## src/rtl/branch_resolve_pkg.sv

```systemverilog
// Shared MIPS definitions used by the branch-resolution stage.
package mips_pkg;

  typedef enum logic [1:0] {
    OP_NONE = 2'b00,
    OP_BEQ  = 2'b01,
    OP_BNE  = 2'b10,
    OP_RSVD = 2'b11
  } branch_op_t;

  // Word offset to byte offset.
  localparam int unsigned BRANCH_SHIFT = 2;

endpackage

```

## src/rtl/branch_resolve_if.sv

```systemverilog
// Decode-side request and fetch-side result bundle for branch_resolve.
interface branch_resolve_if #(
  parameter int unsigned N  = 32,
  parameter int unsigned CW = 16
) ();
  logic          in_valid;
  logic          in_ready;
  logic [1:0]    op;
  logic [N-1:0]  a;
  logic [N-1:0]  b;
  logic [N-1:0]  pc_plus4;
  logic [N-1:0]  offset;
  logic          out_valid;
  logic          out_ready;
  logic          taken;
  logic [N-1:0]  target;
  logic          flush;
  logic [CW-1:0] br_count;
  logic [CW-1:0] taken_count;

  modport master (
    output in_valid, op, a, b, pc_plus4, offset, out_ready,
    input  in_ready, out_valid, taken, target, flush, br_count, taken_count
  );

  modport slave (
    input  in_valid, op, a, b, pc_plus4, offset, out_ready,
    output in_ready, out_valid, taken, target, flush, br_count, taken_count
  );
endinterface

```

## src/rtl/branch_resolve_equality_check.sv

```systemverilog
// Operand equality comparator shared by the branch logic.
module equality_check #(
  parameter int unsigned N = 32
) (
  input  logic [N-1:0] a,
  input  logic [N-1:0] b,
  output logic         eq,
  output logic         neq
);
  // Single compare, both polarities.
  always_comb begin
    eq  = (a == b);
    neq = ~eq;
  end
endmodule

```

## src/rtl/branch_resolve.sv

```systemverilog
// Registered branch resolution: one-entry output stage with flush of
// wrong-path requests and saturating branch statistics.
module branch_resolve
  import mips_pkg::*;
#(
  parameter int unsigned N  = 32,
  parameter int unsigned CW = 16
) (
  input logic            clk,
  input logic            rst_n,
  branch_resolve_if.slave bus
);

  logic          eq;
  logic          neq;
  branch_op_t    op_in;
  logic          is_branch_in;
  logic          taken_in;
  logic [N-1:0]  target_in;

  logic          out_valid_q;
  logic          taken_q;
  logic [N-1:0]  target_q;
  logic          is_branch_q;
  logic [CW-1:0] br_count_q;
  logic [CW-1:0] taken_count_q;

  logic          accept;
  logic          handoff;
  logic          flush;

  equality_check #(.N(N)) u_equality_check (
    .a   (bus.a),
    .b   (bus.b),
    .eq  (eq),
    .neq (neq)
  );

  assign op_in = branch_op_t'(bus.op);

  // Decision and target for the request currently presented.
  always_comb begin
    is_branch_in = 1'b0;
    taken_in     = 1'b0;
    unique case (op_in)
      OP_BEQ: begin
        is_branch_in = 1'b1;
        taken_in     = eq;
      end
      OP_BNE: begin
        is_branch_in = 1'b1;
        taken_in     = neq;
      end
      default: begin
        is_branch_in = 1'b0;
        taken_in     = 1'b0;
      end
    endcase
    target_in = taken_in ? (bus.pc_plus4 + (bus.offset << BRANCH_SHIFT))
                         : bus.pc_plus4;
  end

  // Handshake and flush decode.
  always_comb begin
    handoff = out_valid_q && bus.out_ready;
    flush   = handoff && taken_q;
    accept  = bus.in_valid && (!out_valid_q || bus.out_ready);
  end

  // Output register; a request accepted alongside a taken handoff is wrong-path.
  always_ff @(posedge clk or negedge rst_n) begin
    if (!rst_n) begin
      out_valid_q <= 1'b0;
      taken_q     <= 1'b0;
      target_q    <= '0;
      is_branch_q <= 1'b0;
    end else if (accept && !flush) begin
      out_valid_q <= 1'b1;
      taken_q     <= taken_in;
      target_q    <= target_in;
      is_branch_q <= is_branch_in;
    end else if (handoff) begin
      out_valid_q <= 1'b0;
    end
  end

  // Saturating statistics, updated only on handoff.
  always_ff @(posedge clk or negedge rst_n) begin
    if (!rst_n) begin
      br_count_q    <= '0;
      taken_count_q <= '0;
    end else if (handoff && is_branch_q) begin
      if (br_count_q != '1)
        br_count_q <= br_count_q + CW'(1);
      if (taken_q && (taken_count_q != '1))
        taken_count_q <= taken_count_q + CW'(1);
    end
  end

  assign bus.in_ready    = !out_valid_q || bus.out_ready;
  assign bus.out_valid   = out_valid_q;
  assign bus.taken       = taken_q;
  assign bus.target      = target_q;
  assign bus.flush       = flush;
  assign bus.br_count    = br_count_q;
  assign bus.taken_count = taken_count_q;

endmodule

```

## src/flat_wrapper.sv

```systemverilog
// flat-port wrapper written by rule: the top's interface ports become plain ports
module branch_resolve_flat import mips_pkg::*;
#(
  parameter int unsigned N  = 32,
  parameter int unsigned CW = 16
)
  (clk, rst_n, bus_in_valid, bus_op, bus_a, bus_b, bus_pc_plus4, bus_offset, bus_out_ready, bus_in_ready, bus_out_valid, bus_taken, bus_target, bus_flush, bus_br_count, bus_taken_count);
  branch_resolve_if #(.N(N), .CW(CW)) bus_i ();
  input logic clk;
  input logic rst_n;
  input wire logic [$bits(bus_i.in_valid)-1:0] bus_in_valid;
  input wire logic [$bits(bus_i.op)-1:0] bus_op;
  input wire logic [$bits(bus_i.a)-1:0] bus_a;
  input wire logic [$bits(bus_i.b)-1:0] bus_b;
  input wire logic [$bits(bus_i.pc_plus4)-1:0] bus_pc_plus4;
  input wire logic [$bits(bus_i.offset)-1:0] bus_offset;
  input wire logic [$bits(bus_i.out_ready)-1:0] bus_out_ready;
  output wire logic [$bits(bus_i.in_ready)-1:0] bus_in_ready;
  output wire logic [$bits(bus_i.out_valid)-1:0] bus_out_valid;
  output wire logic [$bits(bus_i.taken)-1:0] bus_taken;
  output wire logic [$bits(bus_i.target)-1:0] bus_target;
  output wire logic [$bits(bus_i.flush)-1:0] bus_flush;
  output wire logic [$bits(bus_i.br_count)-1:0] bus_br_count;
  output wire logic [$bits(bus_i.taken_count)-1:0] bus_taken_count;
  assign bus_i.in_valid = bus_in_valid;
  assign bus_i.op = bus_op;
  assign bus_i.a = bus_a;
  assign bus_i.b = bus_b;
  assign bus_i.pc_plus4 = bus_pc_plus4;
  assign bus_i.offset = bus_offset;
  assign bus_i.out_ready = bus_out_ready;
  assign bus_in_ready = bus_i.in_ready;
  assign bus_out_valid = bus_i.out_valid;
  assign bus_taken = bus_i.taken;
  assign bus_target = bus_i.target;
  assign bus_flush = bus_i.flush;
  assign bus_br_count = bus_i.br_count;
  assign bus_taken_count = bus_i.taken_count;
  branch_resolve #(.N(N), .CW(CW)) u_core (.clk(clk), .rst_n(rst_n), .bus(bus_i));
endmodule
```

## config.mk

```make
export PLATFORM = sky130hd
export DESIGN_NAME = branch_resolve_flat
export DESIGN_NICKNAME = d
export VERILOG_FILES = /design/src/rtl/branch_resolve_pkg.sv /design/src/rtl/branch_resolve_if.sv /design/src/rtl/branch_resolve_equality_check.sv /design/src/rtl/branch_resolve.sv /design/src/flat_wrapper.sv
export SDC_FILE = /design/constraint.sdc
export NUM_CORES = 1
export LEC_CHECK = 0
export CORE_MARGIN = 2
export CORE_UTILIZATION = 40
export CTS_CLUSTER_DIAMETER = 120
export DETAILED_ROUTE_END_ITERATION = 6
export PLACE_DENSITY = 0.79
export REMOVE_ABC_BUFFERS = 1
export SETUP_SLACK_MARGIN = 0.3
export SYNTH_ARGS = -nofsm -noshare
export SYNTH_HDL_FRONTEND = slang
export SYNTH_SLANG_ARGS = --single-unit
```

## constraint.sdc

```tcl
create_clock -name clk -period 2.2 [get_ports clk]
set_clock_uncertainty 0.1 [all_clocks]
set_input_delay 0.44 -clock clk [delete_from_list [all_inputs] [get_ports clk]]
set_output_delay 0.44 -clock clk [all_outputs]
set_load 0.02 [all_outputs]
```

==> summary.md, run 1 <==
| Metric | Value |
|---|---|
| Cell area after synthesis | 0.00485 mm² |
| Post-DP HPWL | about 13000 µm |
| Remaining max-slew budget at the tightest pin | between 70% and 80% |
| Synth Register Bits | 67 |
| Die Span X | 114 µm |
| Number of global-route vias before repair | 6187 |
| Most common cell after layout, fill and taps aside | buf_4 |
| Buffer cell driving the clock tree root | clkbuf_16 |
| Final setup fails | 25 |
| Antenna violations before repair | 1 |
| Share of synthesized area occupied by flip-flops and latches | around a third |
| Worst path required time | between 2 and 2.5 ns |
| Clock tree from TritonCTS | built |
| Slew @ Worst Pin | 0.404 ns |
| Share of synthesized registers carrying an async set or reset | 100% |
| Crit path time final | 2.74 ns |
| Sink count of the clock tree | 67 |
| Detailed-routing iteration count for the pre-antenna-repair pass | 5 |
| Count of different cell masters after synthesis | 53 |
| Most frequent cells in the layout | 133 x buf_4, 66 x dfrtp_1, 58 x nand2_1 |
| Utilization after layout | 77.6% |
| Kind of start point of the critical path | primary input |
| H-tree depth reported by CTS | 3 |
| Main synth FF type | dfrtp_1 |
| Max Cap Viol | 0 |
| Final Net Count | 1063 |
| Post-synthesis area per instance | 8.94 µm² |
| Residual overflow from global routing | 0 |
| Post-Synth Adder-Cell Area | 8.92% |
| Met2 Routed Length | approximately 11000 µm |
| Yosys warns | 0 |
| Proportion of layout cells with a drive suffix above 1 | 42.4% |
| Compound-cell area share of the yosys netlist | 17.9% |
| Boundary pin count | 202 |
| Met3 WL | 1110 µm |
| Combinational family with the most area after synthesis | compound AO/OA/AOI/OAI gates |
| RD Place Congestion | around 0.90 |
| Area growth from synthesis to layout | 90.4% |
| Outcome | finished, violations left |
| Power per unit of standard cell area | approximately 600 mW/mm² |
| Antenna Violating Nets Remaining | 0 |
| Simple-Gate Fraction of Synth Area | 17.8% |
| Maximum clock path buffer count | 2 |
| Violation count after the first detailed-routing iteration | 363 |
| Wire length of the first global-routing pass | 29600 µm |
| Maximum number of pins on one net before global-route repair | 42 |
| Core region area | 0.0119 mm² |
| Total Routing Usage GR | ~28% |
| Critical path capture point type | flip-flop |
| Violations in the final reports | negative setup slack |
| F_max | 0.365 GHz |
| Critical path type | primary input to flip-flop |
| Chip Height | 114 µm |
| Insertion delay to the later sink of the worst-skew pair | 0.33 ns |
| Wire length the detailed router placed on met1 | 7360 µm |
| Aggregate routed wire length | between 15000 and 20000 µm |
| Clock edge transition at the registers on the reported setup and hold paths | 0.06 ns |
| TritonCTS buffer count | 9 |
| Path type of the worst min-delay path | primary input to flip-flop |
| Total count of max-transition violations in the final report | 0 |
| RSZ-0062 raised after global routing | true |
| Critical path data arrival time | 2.86 ns |
| Worst-path maximum fanout | 2 |
| Number of I/O port buffers | a little under 200 |
| Area share of xor/xnor cells in the synthesized design | 15.9% |
| Max VDD drop | 316 µV |
| Final design area excluding fillers | 0.00924 mm² |
| DRC | 0 |
| Die Footprint | 0.0130 mm² |
| Number of enable-type register cells in the synthesized netlist | 0 |
| Cell area after placement | 0.00783 mm² |
| Initial core utilization | 40.7% |
| Syn Inst Count | 543 |
| Cell Rows | 40 |
| Portion of the clock cycle consumed by the worst path in the final layout | 125% |
| Worst setup margin | -0.542 ns |
| Multiplexer fraction of the synthesized cell area | 2.09% |
| Final hold violation count | 0 |
| Routed WL per cell | between 15 and 20 µm |
| Vias | a little under 6k |
| Highest routed layer | met4 |
| Static Leakage | 4.59 nW |
| Average vias per placed instance | 5.55 |
[synthesized netlist by cell type (3+ instances only)]
cell type  count  area, µm²
ha_1          33        413
a21oi_1       43        215
o21ai_0       27        135
xnor2_1       39        342
dfrtp_1       67       1680
nand2b_1       4       25.0
a21o_1        16        120
inv_1         12       45.0
nand4_1       18        113
o21a_1         3       22.5
mux2i_1        9       90.1
a31oi_1        5       31.3
buf_2          3       15.0
nand3_1       20        100
o21ai_1        7       35.0
clkbuf_1      12       45.0
nand2_1       66        248
o22ai_1        3       18.8
nor2_1        35        131
o211ai_1       6       45.0
and3_1        11       68.8
xor2_1        49        429
nor3_1         7       35.0
nor4_1         9       56.3
nor2b_1        4       25.0
[path summary, 6_finish.rpt]
kind                            slack (ns)  cells after the start                                endpoint                                start
worst max-delay path                 -0.54                     16       u_core.bus.target[10]$_DFFE_PN0P_                      bus_pc_plus4[2]
worst min-delay path                  0.30                      3        u_core.bus.target[6]$_DFFE_PN0P_                      bus_pc_plus4[6]
worst max register to register        0.03                      9     u_core.bus.br_count[13]$_DFFE_PN0P_   u_core.bus.br_count[5]$_DFFE_PN0P_
worst min register to register        0.39                      1     u_core.bus.br_count[14]$_DFFE_PN0P_  u_core.bus.br_count[14]$_DFFE_PN0P_
max in group asynchronous             0.88                      3  u_core.bus.taken_count[11]$_DFFE_PN0P_                                rst_n
min in group asynchronous             0.47                      2       u_core.bus.target[25]$_DFFE_PN0P_                                rst_n
[through the flow]
step	total power (W)	std cells	setup TNS [ns]	worst slack, ns	hold slack [ns]
after floorplan	0.00249	524	-51.66	-1.95	0.0444
after global routing	0.00568	1047	-10.51	-0.621	0.305
after CTS	0.00525	1029	-4.79	-0.449	0.290
after detailed placement	0.00359	982	-32.52	-1.45	0.291
after global placement	0.00352	982	-29.80	-1.36	0.279
final	0.00544	1047	-7.58	-0.542	0.297
[registers in the layout (all words and copies together) (netlist names)]
signal                  flops
u_core.bus.target          32
u_core.bus.br_count        16
u_core.bus.taken_count     16
u_core.bus.out_valid        1
u_core.bus.taken            1
u_core.is_branch_q          1
[layer usage]
layer  vias up  track usage [%]
met5         -                0
met4         0             12.4
met3        68             4.50
met2       284             54.4
met1      2804             30.9
li1       2650                -
[layout make-up]
cell class	count	area, µm²
clock buffers	9	225
repair buffers	360	3140
fillers	746	2670
inverters	13	48.8
flip-flops and latches	67	1680
multi-input cells	444	3900
diodes	1	2.50
well taps	147	184
clock inverters	6	66.3
[cells by family after synthesis]
family / count (synthesis)
muxes: 10
xor gates and xnor gates: 88
DFF: 67
buffers and inverters: 32
adders and majority gates: 34
and+or+nand+nor: 181
AOI/OAI and AO/OA: 131
[worst max-delay path, stage by stage]
cell	delay (ns)
buf_8	0.10
ha_4	0.15
fa_2	0.36
a21o_1	0.25
a31oi_4	0.26
buf_4	0.15
buf_6	0.08
buf_6	0.08
buf_4	0.09
inv_1	0.04
a21oi_2	0.16
o21bai_1	0.10
a21oi_1	0.17
xnor2_1	0.11
mux2i_1	0.21
o21ai_1	0.09
[power breakdown]
group | switching, W | leakage (nW) | internal, W
registers | 0.000165 | 0.865 | 0.00142
clock network | 0.000588 | 0.134 | 0.000873
logic | 0.00118 | 3.59 | 0.00122
[repair_timing]
item	4_1_cts	5_1_grt
buffers inserted	28	17
pin swaps	118	61
setup endpoints to repair	84	70
gates resized for setup	482	82
hold endpoints to repair	15	0
hold buffers	1	0
gates cloned	3	0
No activity file was read; power rests on OpenSTA's default activity.
==> inputs of run 2 (changes only) <==
- CORE_UTILIZATION: 40 -> 44
- PLACE_DENSITY: 0.79 -> 0.82
- clock period: 2.2 -> 2.75 ns (I/O delays scaled with it)
==> run 2 against run 1 <==
  * The flow now finishes without violations
  * First-iteration DRC count decreased by 24%
  * Power decreased by 27%
  * Final cell count decreased by 4.6%
  * Global-route usage increased by 0.87 points
  * Final area decreased by 6.3%
  * Critical endpoint is now u_core.bus.target[31]$_DFFE_PN0P_
==> summary.md, run 2 (synthesized netlist as in run 1, its figures left out) <==
| Metric | Value |
|---|---|
| Outcome | complete, no violations |
| Critical R2R Capture | u_core.bus.br_count[8]$_DFFE_PN0P_ |
| Detailed-routing iteration count for the pre-antenna-repair pass | 4 |
| Largest register FFs | 32 |
| Aggregate routed wire length | 18700 µm |
| Insertion delay to the later sink of the worst-skew pair | approximately 0.36 ns |
| Maximum clock path buffer count | 2 |
| Total negative slack for setup checks | 0 ns |
| F_max | between 0.3 and 0.4 GHz |
| Startpoint of the worst register-to-register path | u_core.bus.br_count[4]$_DFFE_PN0P_ |
| Proportion of layout cells with a drive suffix above 1 | 33.6% |
| Average vias per placed instance | 5.56 |
| RSZ-0062 raised after global routing | true |
| Die Span X | 109 µm |
| Cell Rows | 38 |
| Antenna Violating Nets Remaining | 0 |
| Crit path time final | 2.73 ns |
| Violation count after the first detailed-routing iteration | 275 |
| Final Net Count | 1021 |
| Critical path capture point type | flip-flop |
| Antenna violations before repair | 1 |
| Worst slack after detailed placement | -0.926 ns |
| Total of hold buffers inserted after clock tree synthesis | 0 |
| Filler cell count | 640 |
| Area taken by flip-flops and latches | 0.00168 mm² |
| Worst path required time | 2.94 ns |
| Clock tree from TritonCTS | built |
| Clock edge transition at the registers on the reported setup and hold paths | about 0.090 ns |
| Total Routing Usage GR | 29.4% |
| Most common cell after layout, fill and taps aside | buf_4 |
| Wire length of the first global-routing pass | 27100 µm |
| Non-filler cells, final | 999 |
| Combined area of the multi-input logic cells | 0.00374 mm² |
| Residual overflow from global routing | 0 |
| Path type of the worst min-delay path | primary input to async pin |
| Static Leakage | ~4 nW |
| Max Cap Viol | 0 |
| DRC | 0 |
| TritonCTS buffer count | 9 |
| Most frequent cells in the layout | 103 x buf_4, 90 x clkdlybuf4s50_1, 65 x dfrtp_1 |
| Power per unit of standard cell area | 458 mW/mm² |
| Slew @ Worst Pin | 0.645 ns |
| Maximum number of pins on one net before global-route repair | 44 |
| RD Place Congestion | 0.931 |
| Total count of max-transition violations in the final report | 0 |
| Die Footprint | 0.0119 mm² |
| Initial core utilization | 45.0% |
| Critical path type | primary input to flip-flop |
| FF-to-FF setup slack | between 0.3 and 0.4 ns |
| Final setup fails | 0 |
| H-tree depth reported by CTS | 3 |
| Number of global-route vias before repair | 5775 |
| Worst setup margin | 0.0161 ns |
| Kind of start point of the critical path | primary input |
| Max VDD drop | between 200 and 300 µV |
| Remaining max-slew budget at the tightest pin | 57.0% |
| Utilization after layout | about 80% |
| Buffer cell driving the clock tree root | clkbuf_8 |
| Portion of the clock cycle consumed by the worst path in the final layout | 99.4% |
| Number of instances in the placed design | 954 |
| Vias | 5558 |
| Total power | 0.00397 W |
| Core region area | between 0.01 and 0.015 mm² |
| Routed WL per cell | 18.7 µm |
| Sink count of the clock tree | 67 |
| Final hold violation count | 0 |
| Number of cells on the worst reg-to-reg path | 9 |
| Post-DP HPWL | 12700 µm |
| Worst-path maximum fanout | 3 |
| Number of I/O port buffers | 199 |
| Area growth from synthesis to layout | 78.4% |
| Boundary pin count | between 200 and 250 |
| Chip Height | 109 µm |
| Critical path data arrival time | 2.92 ns |
[run 2: cell count changes in the layout (fill, tap and decap cells not counted), moves of 7 or more]
cell | previous run | this run
buf_2 | 39 | 11
buf_4 | 133 | 103
buf_6 | 34 | 9
clkbuf_16 | 9 | 0
clkbuf_2 | 15 | 28
clkbuf_8 | 0 | 9
clkdlybuf4s50_1 | 52 | 90
nand3_1 | 11 | 18
nand3_2 | 9 | 2
xnor2_1 | 26 | 35
xnor2_2 | 13 | 4
[run 2: worst max-delay path, cell delays in order]
cell,delay (ns)
buf_2,0.14
ha_4,0.26
a211oi_4,0.27
o211ai_1,0.13
a31o_2,0.25
a41oi_4,0.17
o221ai_2,0.14
a221o_1,0.34
xnor2_2,0.15
or3_1,0.36
a31oi_1,0.16
[run 2: metrics by stage]
step / cell area [µm²] / hold WS (ns)
3_3_place_gp: 7650 / 0.362
4_1_cts: 8420 / 0.123
5_1_grt: 8660 / 0.147
2_1_floorplan: 4760 / 0.154
3_5_place_dp: 7650 / 0.370
6_report: 8660 / 0.107
[run 2: report_power, final]
group | switching [W] | leakage [nW] | internal, W
clock network | 0.000457 | 0.102 | 0.000435
registers | 0.000124 | 0.864 | 0.00113
logic | 0.000906 | 3.02 | 0.000916
[run 2: area by class of cell]
| type | instances | area share, % |
|---|---|---|
| Multi-Input combinational cell | 444 | 43.2 |
| Timing Repair Buffer | 318 | 32.4 |
| Sequential cell | 67 | 19.4 |
| Clock inverter | 7 | 0.968 |
| Antenna cell | 1 | 0.0289 |
| Tap cell | 140 | 2.02 |
| Inverter | 13 | 0.563 |
| Clock buffer | 9 | 1.43 |
[run 2: what timing repair did]
action / in CTS / in global routing
setup buffers: 15 / 11
resized for setup: 256 / 118
endpoints found under the setup margin: 34 / 37
gates cloned: 2 / 0
pin swaps: 94 / 81
[run 2: how the worst max path moves through the flow]
| stage | to | from | slack (ns) | cells after the start |
|---|---|---|---|---|
| after global placement | u_core.bus.target[26]$_DFFE_PN0P_ | bus_pc_plus4[2] | -0.84 | 13 |
| final | u_core.bus.target[31]$_DFFE_PN0P_ | bus_pc_plus4[3] | 0.02 | 11 |
| after detailed placement | u_core.bus.target[26]$_DFFE_PN0P_ | bus_pc_plus4[2] | -0.93 | 13 |
| after CTS | u_core.bus.target[28]$_DFFE_PN0P_ | bus_pc_plus4[2] | 0.0002 | 12 |
| after floorplan | u_core.bus.target[28]$_DFFE_PN0P_ | bus_b[27] | -1.51 | 8 |
| after global routing | u_core.bus.target[31]$_DFFE_PN0P_ | bus_pc_plus4[27] | -0.04 | 10 |
[run 2: per-layer routing]
metal	share of wire (%)	routed length, µm	track usage, %
met3	7.5	1390	6.04
met1	35	6480	30.3
met2	53	9970	55.4
met5	0	0	0
met4	4.4	823	15.3
